File: src/rtl/frame_pkg.sv
// Shared types for the store-and-forward frame checker.
package frame_pkg;
    localparam int BYTE_W = 8;

    typedef enum logic [1:0] {CSUM = 2'd0, SHORT = 2'd1, LONG = 2'd2, OVF = 2'd3} drop_reason_e;
    typedef enum logic [1:0] {IDLE = 2'd0, RECV = 2'd1, DISCARD = 2'd2} state_e;
endpackage

File: src/rtl/sff_ram.sv
// Frame byte buffer: one synchronous write port, one asynchronous read port.
module sff_ram
    import frame_pkg::*;
#(
    parameter int DEPTH = 64,
    parameter int AW    = $clog2(DEPTH)
) (
    input  logic              clk,
    input  logic              we,
    input  logic [AW-1:0]     waddr,
    input  logic [BYTE_W-1:0] wdata,
    input  logic [AW-1:0]     raddr,
    output logic [BYTE_W-1:0] rdata
);
    logic [BYTE_W-1:0] mem [DEPTH];

    always_ff @(posedge clk) begin
        if (we) mem[waddr] <= wdata;
    end

    assign rdata = mem[raddr];
endmodule

File: src/rtl/frame_store_fwd.sv
// Store-and-forward frame buffer: checks length and XOR checksum, releases only
// good frames on a valid/ready egress and rolls bad ones back.
module frame_store_fwd
    import frame_pkg::*;
#(
    parameter int DEPTH   = 64,
    parameter int MIN_LEN = 2,
    parameter int MAX_LEN = 32
) (
    input  logic              clk,
    input  logic              rst_n,
    input  logic [BYTE_W-1:0] rx_data,
    input  logic              rx_en,
    output logic [BYTE_W-1:0] m_data,
    output logic              m_valid,
    input  logic              m_ready,
    output logic              m_last,
    output logic              frm_ok,
    output logic              frm_drop,
    output logic [1:0]        drop_reason,
    output logic [15:0]       frm_cnt,
    output logic [15:0]       drop_cnt
);
    localparam int AW = $clog2(DEPTH);
    localparam int PW = AW + 1;
    localparam int LW = $clog2(MAX_LEN + 2) + 1;

    state_e            state, state_nx;
    logic [PW-1:0]     wr_ptr, commit_ptr, rd_ptr, wr_prev;
    logic [LW-1:0]     len;
    logic [BYTE_W-1:0] csum, ram_data;
    logic              ovf, lng, full, len_over, bad;
    logic              wr_en, set_ovf, set_long, eof;
    logic [DEPTH-1:0]  last;
    drop_reason_e      reason;

    assign full     = (wr_ptr - rd_ptr) == PW'(DEPTH);
    assign len_over = len >= LW'(MAX_LEN);
    assign wr_prev  = wr_ptr - PW'(1);

    always_ff @(posedge clk) begin
        if (!rst_n) state <= IDLE;
        else        state <= state_nx;
    end

    always_comb begin
        state_nx = state;
        case (state)
            IDLE:    if (rx_en) state_nx = full ? DISCARD : RECV;
            RECV:    if (!rx_en) state_nx = IDLE;
                     else if (full || len_over) state_nx = DISCARD;
            DISCARD: if (!rx_en) state_nx = IDLE;
            default: state_nx = IDLE;
        endcase
    end

    // Full is checked ahead of length so an overflowing byte reports OVF.
    always_comb begin
        wr_en    = 1'b0;
        set_ovf  = 1'b0;
        set_long = 1'b0;
        eof      = 1'b0;
        case (state)
            IDLE: begin
                wr_en   = rx_en && !full;
                set_ovf = rx_en && full;
            end
            RECV: begin
                wr_en    = rx_en && !full && !len_over;
                set_ovf  = rx_en && full;
                set_long = rx_en && !full && len_over;
                eof      = !rx_en;
            end
            DISCARD: eof = !rx_en;
            default: ;
        endcase
    end

    always_comb begin
        bad    = 1'b1;
        reason = CSUM;
        if (ovf)                      reason = OVF;
        else if (lng)                 reason = LONG;
        else if (len < LW'(MIN_LEN))  reason = SHORT;
        else if (csum != '0)          reason = CSUM;
        else                          bad    = 1'b0;
    end

    always_ff @(posedge clk) begin
        if (!rst_n) begin
            wr_ptr      <= '0;
            commit_ptr  <= '0;
            rd_ptr      <= '0;
            len         <= '0;
            csum        <= '0;
            ovf         <= 1'b0;
            lng         <= 1'b0;
            last        <= '0;
            frm_ok      <= 1'b0;
            frm_drop    <= 1'b0;
            drop_reason <= '0;
            frm_cnt     <= '0;
            drop_cnt    <= '0;
        end else begin
            frm_ok   <= 1'b0;
            frm_drop <= 1'b0;
            if (wr_en) wr_ptr <= wr_ptr + PW'(1);
            if (rx_en) begin
                if (state == IDLE) begin
                    len  <= LW'(1);
                    csum <= rx_data;
                    ovf  <= set_ovf;
                    lng  <= 1'b0;
                end else begin
                    if (len != '1) len <= len + LW'(1);
                    if (wr_en)    csum <= csum ^ rx_data;
                    if (set_ovf)  ovf  <= 1'b1;
                    if (set_long) lng  <= 1'b1;
                end
            end
            if (eof) begin
                if (bad) begin
                    wr_ptr      <= commit_ptr;
                    frm_drop    <= 1'b1;
                    drop_reason <= reason;
                    if (drop_cnt != 16'hFFFF) drop_cnt <= drop_cnt + 16'd1;
                end else begin
                    commit_ptr          <= wr_ptr;
                    last[wr_prev[AW-1:0]] <= 1'b1;
                    frm_ok              <= 1'b1;
                    if (frm_cnt != 16'hFFFF) frm_cnt <= frm_cnt + 16'd1;
                end
            end
            // The slot being read is always committed, never the one tagged above.
            if (m_valid && m_ready) begin
                rd_ptr               <= rd_ptr + PW'(1);
                last[rd_ptr[AW-1:0]] <= 1'b0;
            end
        end
    end

    sff_ram #(.DEPTH(DEPTH)) u_ram (
        .clk   (clk),
        .we    (wr_en),
        .waddr (wr_ptr[AW-1:0]),
        .wdata (rx_data),
        .raddr (rd_ptr[AW-1:0]),
        .rdata (ram_data)
    );

    assign m_valid = rd_ptr != commit_ptr;
    assign m_data  = m_valid ? ram_data : '0;
    assign m_last  = m_valid && last[rd_ptr[AW-1:0]];
endmodule

File: config.mk
export PLATFORM = sky130hd
export DESIGN_NAME = frame_store_fwd
export DESIGN_NICKNAME = d
export VERILOG_FILES = /design/src/rtl/frame_pkg.sv /design/src/rtl/sff_ram.sv /design/src/rtl/frame_store_fwd.sv
export SDC_FILE = /design/constraint.sdc
export NUM_CORES = 1
export LEC_CHECK = 0
export CAP_MARGIN = 20
export CORE_UTILIZATION = 45
export DETAILED_ROUTE_END_ITERATION = 8
export HOLD_SLACK_MARGIN = 0.12
export SKIP_CTS_REPAIR_TIMING = 1
export SYNTH_ARGS = -nofsm -noshare
export SYNTH_HDL_FRONTEND = slang
export SYNTH_SLANG_ARGS = --single-unit
export TNS_END_PERCENT = 50
File: constraint.sdc
create_clock -name clk -period 3.7 [get_ports clk]
set_input_delay 0.555 -clock clk [delete_from_list [all_inputs] [get_ports clk]]
set_output_delay 0.555 -clock clk [all_outputs]
set_load 0.1 [all_outputs]
==> results of run 1 <==
-- placed cells by master, fill, tap and decap left out, types with 27 or more instances in the layout --
master,n
clkdlybuf4s50_1,38
o21ai_0,72
buf_4,68
nor2_1,184
xor2_1,27
clkbuf_16,72
edfxtp_1,512
nand3_1,43
a21oi_1,100
dfxtp_1,143
mux2i_1,74
nand2_1,88
mux4_2,136
a22oi_1,36
-- metal layers --
metal,vias up,GRT usage,routed length (microns)
li1,7224,-,-
met2,491,0.334,30800
met5,-,0,0
met1,7946,0.298,28700
met4,0,0.0516,1170
met3,95,0.0358,3830
-- cell families (layout without fill, tap and decap cells) --
logic type                 count (synthesis)  in the layout  share of synthesized area
adders and majority gates                 16             16                    0.00732
AOI/OAI and AO/OA                        292            292                     0.0657
buffers and inverters                    119            282                     0.0192
and+or+nand+nor                          455            455                     0.0840
DFF                                      658            658                      0.669
muxes                                    214            214                      0.141
xor gates and xnor gates                  43             43                     0.0138
other                                      0              1                          0
-- flip-flops by register name, summed over array words and instances (netlist names), named ones only --
signal	cells
commit_ptr	7
wr_ptr	7
ovf	1
len	7
last	64
u_ram.mem	512
rd_ptr	7
frm_drop	1
csum	8
drop_reason	2
lng	1
drop_cnt	16
state	2
frm_ok	1
frm_cnt	16
-- through the flow --
step / utilization / setup slack, ns / area, sq um / power [uW]
after floorplan: - / -0.203 / 27300 / 9990
after global placement: 0.489 / 0.267 / 29100 / 10700
after detailed placement: 0.489 / 0.160 / 29100 / 10700
after CTS: 0.526 / -0.0768 / 31300 / 17500
after global routing: 0.528 / -0.111 / 31500 / 18000
final: 0.528 / 0.112 / 31500 / 17400
-- where the power goes --
| part | internal [uW] | total [uW] | leakage, uW | switching (uW) |
|---|---|---|---|---|
| Clock | 3950 | 6770 | 0.00108 | 2810 |
| Combinational | 689 | 2350 | 0.00293 | 1660 |
| Sequential | 8160 | 8260 | 0.00579 | 98.8 |
| Total | 12800 | 17400 | 0.00980 | 4570 |
-- critical path, delay by kind of cell, from the launching register on --
family	cells	cell delay, ns
compound gates	1	0.24
simple gates	3	1.14
flops	1	0.32
xor+xnor	1	0.15
buf+inv	2	0.57
-- layout make-up --
class / count / area (sq um) / share of cell area
clock buffer: 88 / 1880 / 0.0598
clock inverter: 36 / 318 / 0.0101
multi-input combinational: 1020 / 8560 / 0.272
antenna: 1 / 2.50 / 0.0000796
inverter: 24 / 90.1 / 0.00286
timing repair buffer: 134 / 1330 / 0.0422
sequential: 658 / 18300 / 0.582
tap: 773 / 967 / 0.0308
-- how the worst max path moves through the flow --
stage	start	to	slack, ns	cells past startpoint
6_report	rd_ptr[2]$_SDFFE_PN0P_	m_data[7]	0.11	7
5_1_grt	rd_ptr[4]$_SDFFE_PN0P_	u_ram.mem[30][3]$_DFFE_PP_	-0.11	8
4_1_cts	register	m_data[0]	-0.08	8
3_5_place_dp	rd_ptr[4]$_SDFFE_PN0P_	u_ram.mem[22][0]$_DFFE_PP_	0.16	8
3_3_place_gp	rd_ptr[4]$_SDFFE_PN0P_	u_ram.mem[38][4]$_DFFE_PP_	0.27	8
2_1_floorplan	rd_ptr[0]$_SDFFE_PN0P_	m_data[0]	-0.20	6
==> flow_summary.ini, run 1 <==
[sta]
fin_tns_setup_ns = 0
fmax_ghz = 0.279
relSlewSlack = 0.323
tightest_slew_ns = 1.01
drv_slew = 0
post-route-period-util = 0.970
finalCriticalPeriod_ns = 3.59
rsz0062_at_grt = true
setup_violations = 0
hold_viol_final = 0
hold_slack_ns = 0.434
clock_skew_ns = 0.0180

[power]
irDropWorstVdd_mv = 0.330
power_leakage_uw = 0.00980
power.density_nw_per_um2 = 552

[setup_path]
worstPathRequired_ns = 3.14
path_common_cell = nand2_2
path_max_fanout = 26
crit_type = reg -> out
cp.arrival_ns = 3.03
r2r_cells = 8
reg2reg_slack_ns = 0.14
cp_slowest_cell = nor4_1
slowest_delay_ns = 0.57
worstSetupStartpointType = register
path_cells = buf_4 -> xor2_1 -> nor4_1 -> nand2_2 -> nand2_2 -> o22ai_1 -> buf_12
reg2reg_to = u_ram.mem[38][6]$_DFFE_PP_
reg2reg_from = rd_ptr[4]$_SDFFE_PN0P_
crit_path_end_kind = output port

[die]
die_x_microns = 248
pin_count = 58
die_area_sq_um = 61700
die_y_microns = 248
core_sq_um = 59600
start_util = 0.459
std_cell_rows = 89

[routing]
drtIter0Drc = 1352
dr.pass1.iters = 5
ant_nets = 0
drc = 0
drt-total-wl_mm = 64.5
num_vias = 15756
viasPerCell = 5.76
wl_per_cell_microns = 23.6

[synthesis]
synth_edf_count = 512
syn-num-nets = 1825
yosysUniqueCellTypes = 72
ys_seq_area_frac = 0.669
yosys_warnings = 0
async_flop_share = 0
synth_area_sq_um = 27300
synth_top_area_share = 0.562
synth-main-ff-cell = edfxtp_1
syn_avg_cell_area_sq_um = 15.2
synth_top_cell_by_area = edfxtp_1
synth_cells = 1797
synth_area_leaders = edfxtp_1, mux4_2, dfxtp_1, mux2i_1, nor2_1
ys_seq_elements = 658
synth_top_cells_by_count = edfxtp_1, nor2_1, dfxtp_1
synth.most_common_cell = edfxtp_1

[placement]
post-dp-hpwl_mm = 41.5
gp_congestion = 0.852
io_buffers = 57
dp.cells = 2602

[clocking]
clkTransAtPathRegs_ns = 0.06
clockBufferDepth = 3
cts_tree = yes
clk_latency_ns = 0.61
cts_made_buffers = 69
cts_root_buffer = clkbuf_16
htree_levels = 3
cts_sinks = 658

[worst_hold_path]
min_to = u_ram.mem[41][7]$_DFFE_PP_
hold_depth = 1
min_from = rx_data[7]
hold_class = in -> reg

[cells_and_area]
nets = 1935
synthToLayoutAreaGrowth_pct = 15.0
drive_above_1_share = 0.192
nFillCells = 4796
final_cell_count_no_fill = 2734

[grt]
grt_use_total = 0.209
grt_overflow_total = 0
grt_max_degree = 83
grt_pass1_vias = 15645
grt_pass1_wl_mm = 97.8
antenna_found_initial = 1

[flow_run]
maxCapViolations = 0

[status]
status = finished clean
Power figures use the tool's default switching activity.
==> run 2, diff against run 1 <==
--- a/config.mk
+++ b/config.mk
@@ -5,11 +5,14 @@
 export SDC_FILE = /design/constraint.sdc
 export NUM_CORES = 1
 export LEC_CHECK = 0
+export ABC_AREA = 1
 export CAP_MARGIN = 20
+export CORE_ASPECT_RATIO = 1.2
 export CORE_UTILIZATION = 45
 export DETAILED_ROUTE_END_ITERATION = 8
 export HOLD_SLACK_MARGIN = 0.12
 export SKIP_CTS_REPAIR_TIMING = 1
+export SLEW_MARGIN = 30
 export SYNTH_ARGS = -nofsm -noshare
 export SYNTH_HDL_FRONTEND = slang
 export SYNTH_SLANG_ARGS = --single-unit
==> flow_summary.ini, run 2 <==
[synthesis]
syn-num-nets = 3064
synth_area_leaders = edfxtp_1, nand2_1, dfxtp_1, nand3_1, a21oi_1
ys_seq_area_frac = 0.631
yosys_warnings = 0
synth_xor_xnor_area_share = 0.0139
syn_avg_cell_area_sq_um = 9.55
yosysUniqueCellTypes = 46
synth.most_common_cell = nand2_1
synthAdderAreaFrac = 0.00691
async_flop_share = 0
synth_top_cell_by_area = edfxtp_1
synth_top_family_by_area = simple AND/OR/NAND/NOR gates
synth.mux.area_fraction = 0
synth_cells = 3036
synth-main-ff-cell = edfxtp_1
ys_seq_elements = 658
synth_top_cells_by_count = nand2_1, edfxtp_1, nand3_1
synth_area_sq_um = 29000
synth_simple_gate_area_frac = 0.259
synth_edf_count = 512
synth_compound_area_frac = 0.0480
synth_top_area_share = 0.530

[die]
die_y_microns = 280
die_x_microns = 234
pin_count = 58
die_area_sq_um = 65400
std_cell_rows = 101
start_util = 0.457
core_sq_um = 63400

[grt]
grt_max_degree = 129
grt_pass1_wl_mm = 125
grt_overflow_total = 0
grt_pass1_vias = 21384
grt_use_total = 0.253
antenna_found_initial = 0

[power]
switchingPower_uw = 9030
seq_power_share = 0.361
switching_share = 0.385
power_leakage_uw = 0.0121
p_int_uw = 14400
irDropWorstVdd_mv = 0.619
power_frac_comb = 0.340
pwr-share-clk = 0.299
power.density_nw_per_um2 = 707

[placement]
post-dp-hpwl_mm = 52.8
io_buffers = 57
gp_congestion = 0.924
postPlaceCellArea_sq_um = 30900

[sta]
setup_violations = 0
rsz0062_at_grt = false
post-route-period-util = 0.968
fin_tns_setup_ns = 0
relSlewSlack = 0.326
hold_viol_final = 0
tightest_slew_ns = 1.01
finalCriticalPeriod_ns = 3.58
fmax_ghz = 0.279
hold_slack_ns = 0.391
drv_slew = 0
clock_skew_ns = 0.0296

[setup_path]
path_max_fanout = 64
worstPathRequired_ns = 3.14
crit_path_end_kind = output port
reg2reg_from = rd_ptr[3]$_SDFFE_PN0P_
crit_type = reg -> out
reg2reg_slack_ns = 0.37
worstSetupStartpointType = register
r2r_cells = 13
cp.arrival_ns = 3.03
reg2reg_to = u_ram.mem[9][5]$_DFFE_PP_

[clocking]
cts_root_buffer = clkbuf_16
clkTransAtPathRegs_ns = 0.06
cts_tree = yes
cts_made_buffers = 70
clockBufferDepth = 3
htree_levels = 3
clk_latency_ns = 0.61
cts_sinks = 658

[cells_and_area]
regMostFlops = u_ram.mem
reg_top3 = u_ram.mem (512), last (64)
nets = 3135
largest_register_ffs = 512
nFillCells = 5778
diodes = 0
final_common_cell = nand2_1
drive_above_1_share = 0.0879
synthToLayoutAreaGrowth_pct = 14.6
multi_input_area_sq_um = 9530
mostFrequentLayoutCells = nand2_1, edfxtp_1, nand3_1
seq_area_sq_um = 18300
finalInstanceArea_sq_um = 33200

[routing]
viasPerCell = 5.52
wl_per_cell_microns = 20.6
drc = 0
drtIter0Drc = 1976
drt-total-wl_mm = 82.1
dr.pass1.iters = 8
num_vias = 22021
ant_nets = 0

[worst_hold_path]
min_to = csum[3]$_SDFFE_PN0P_
hold_depth = 3
hold_class = in -> reg
min_from = rst_n

[flow_run]
maxCapViolations = 0

[status]
status = finished clean
==> run 2: changes by cell type after synthesis, moves of 36 or more <==
cell / change
buf_2: +38
mux2i_1: -74
a21oi_1: +55
inv_1: +87
nand2_1: +923
a22oi_1: -36
nand3_1: +446
mux4_2: -136
==> run 2: power groups by stage <==
stage | registers [uW] | clock network (uW) | logic (uW)
final | 8480 | 7030 | 7970
after global routing | 8500 | 7450 | 8630
after CTS | 8470 | 7160 | 7900
after detailed placement | 8630 | 0 | 7880
after global placement | 8620 | 0 | 7840
after floorplan | 8610 | 0 | 5170
==> run 2: worst max path at each step <==
stage,startpoint,to,slack (ns),depth (start not counted)
floorplan,register,m_data[5],0.36,11
global placement,rx_en,u_ram.mem[57][6]$_DFFE_PP_,0.52,7
detailed placement,rx_en,u_ram.mem[9][3]$_DFFE_PP_,0.42,7
CTS,register,m_data[4],0.03,11
global route,register,m_data[6],0.005,11
finish,register,m_data[3],0.12,11
==> run 2: routing by layer <==
layer  global-route usage  share of wire  vias to the layer above  routed length [microns]
met1                0.325           0.41                    10617                    33600
met4               0.0992          0.034                        0                     2790
met2                0.435           0.50                      818                    40800
met5                    0              0                        -                        0
li1                     -              -                    10440                        -
met3               0.0294          0.060                      146                     4920
==> run 2: critical path, cell delays in order, from the launching register on <==
cell	delay, ns
dfxtp_4	0.39
inv_8	0.24
buf_12	0.29
nand2_1	0.09
nand3_1	0.09
nand3_1	0.18
nand2_1	0.19
nand2_1	0.07
nand3_1	0.09
nand3_1	0.14
a21oi_1	0.34
buf_12	0.22
==> run 2: per-stage QoR <==
stage / std cells / worst slack [ns] / power [uW] / util
final: 3986 / 0.119 / 23500 / 0.524
after global routing: 3986 / 0.00537 / 24600 / 0.524
after CTS: 3986 / 0.0309 / 23500 / 0.523
after detailed placement: 3859 / 0.416 / 16500 / 0.487
after global placement: 3859 / 0.521 / 16500 / 0.487
after floorplan: 3036 / 0.363 / 13800 / -
==> run 2: cell type report <==
cell class / count / share of cell area
repair buffers: 161 / 0.0478
clock inverters: 34 / 0.00998
flip-flops and latches: 658 / 0.551
clock buffers: 93 / 0.0592
inverters: 121 / 0.0142
multi-input cells: 2095 / 0.287
well taps: 824 / 0.0310
==> run 2: cell families after synthesis <==
group	after synthesis
XOR/XNOR	44
buffers and inverters	283
AO/OA/AOI/OAI	270
flip-flops	658
AND/OR/NAND/NOR	1765
adder cells (fa/ha/maj)	16
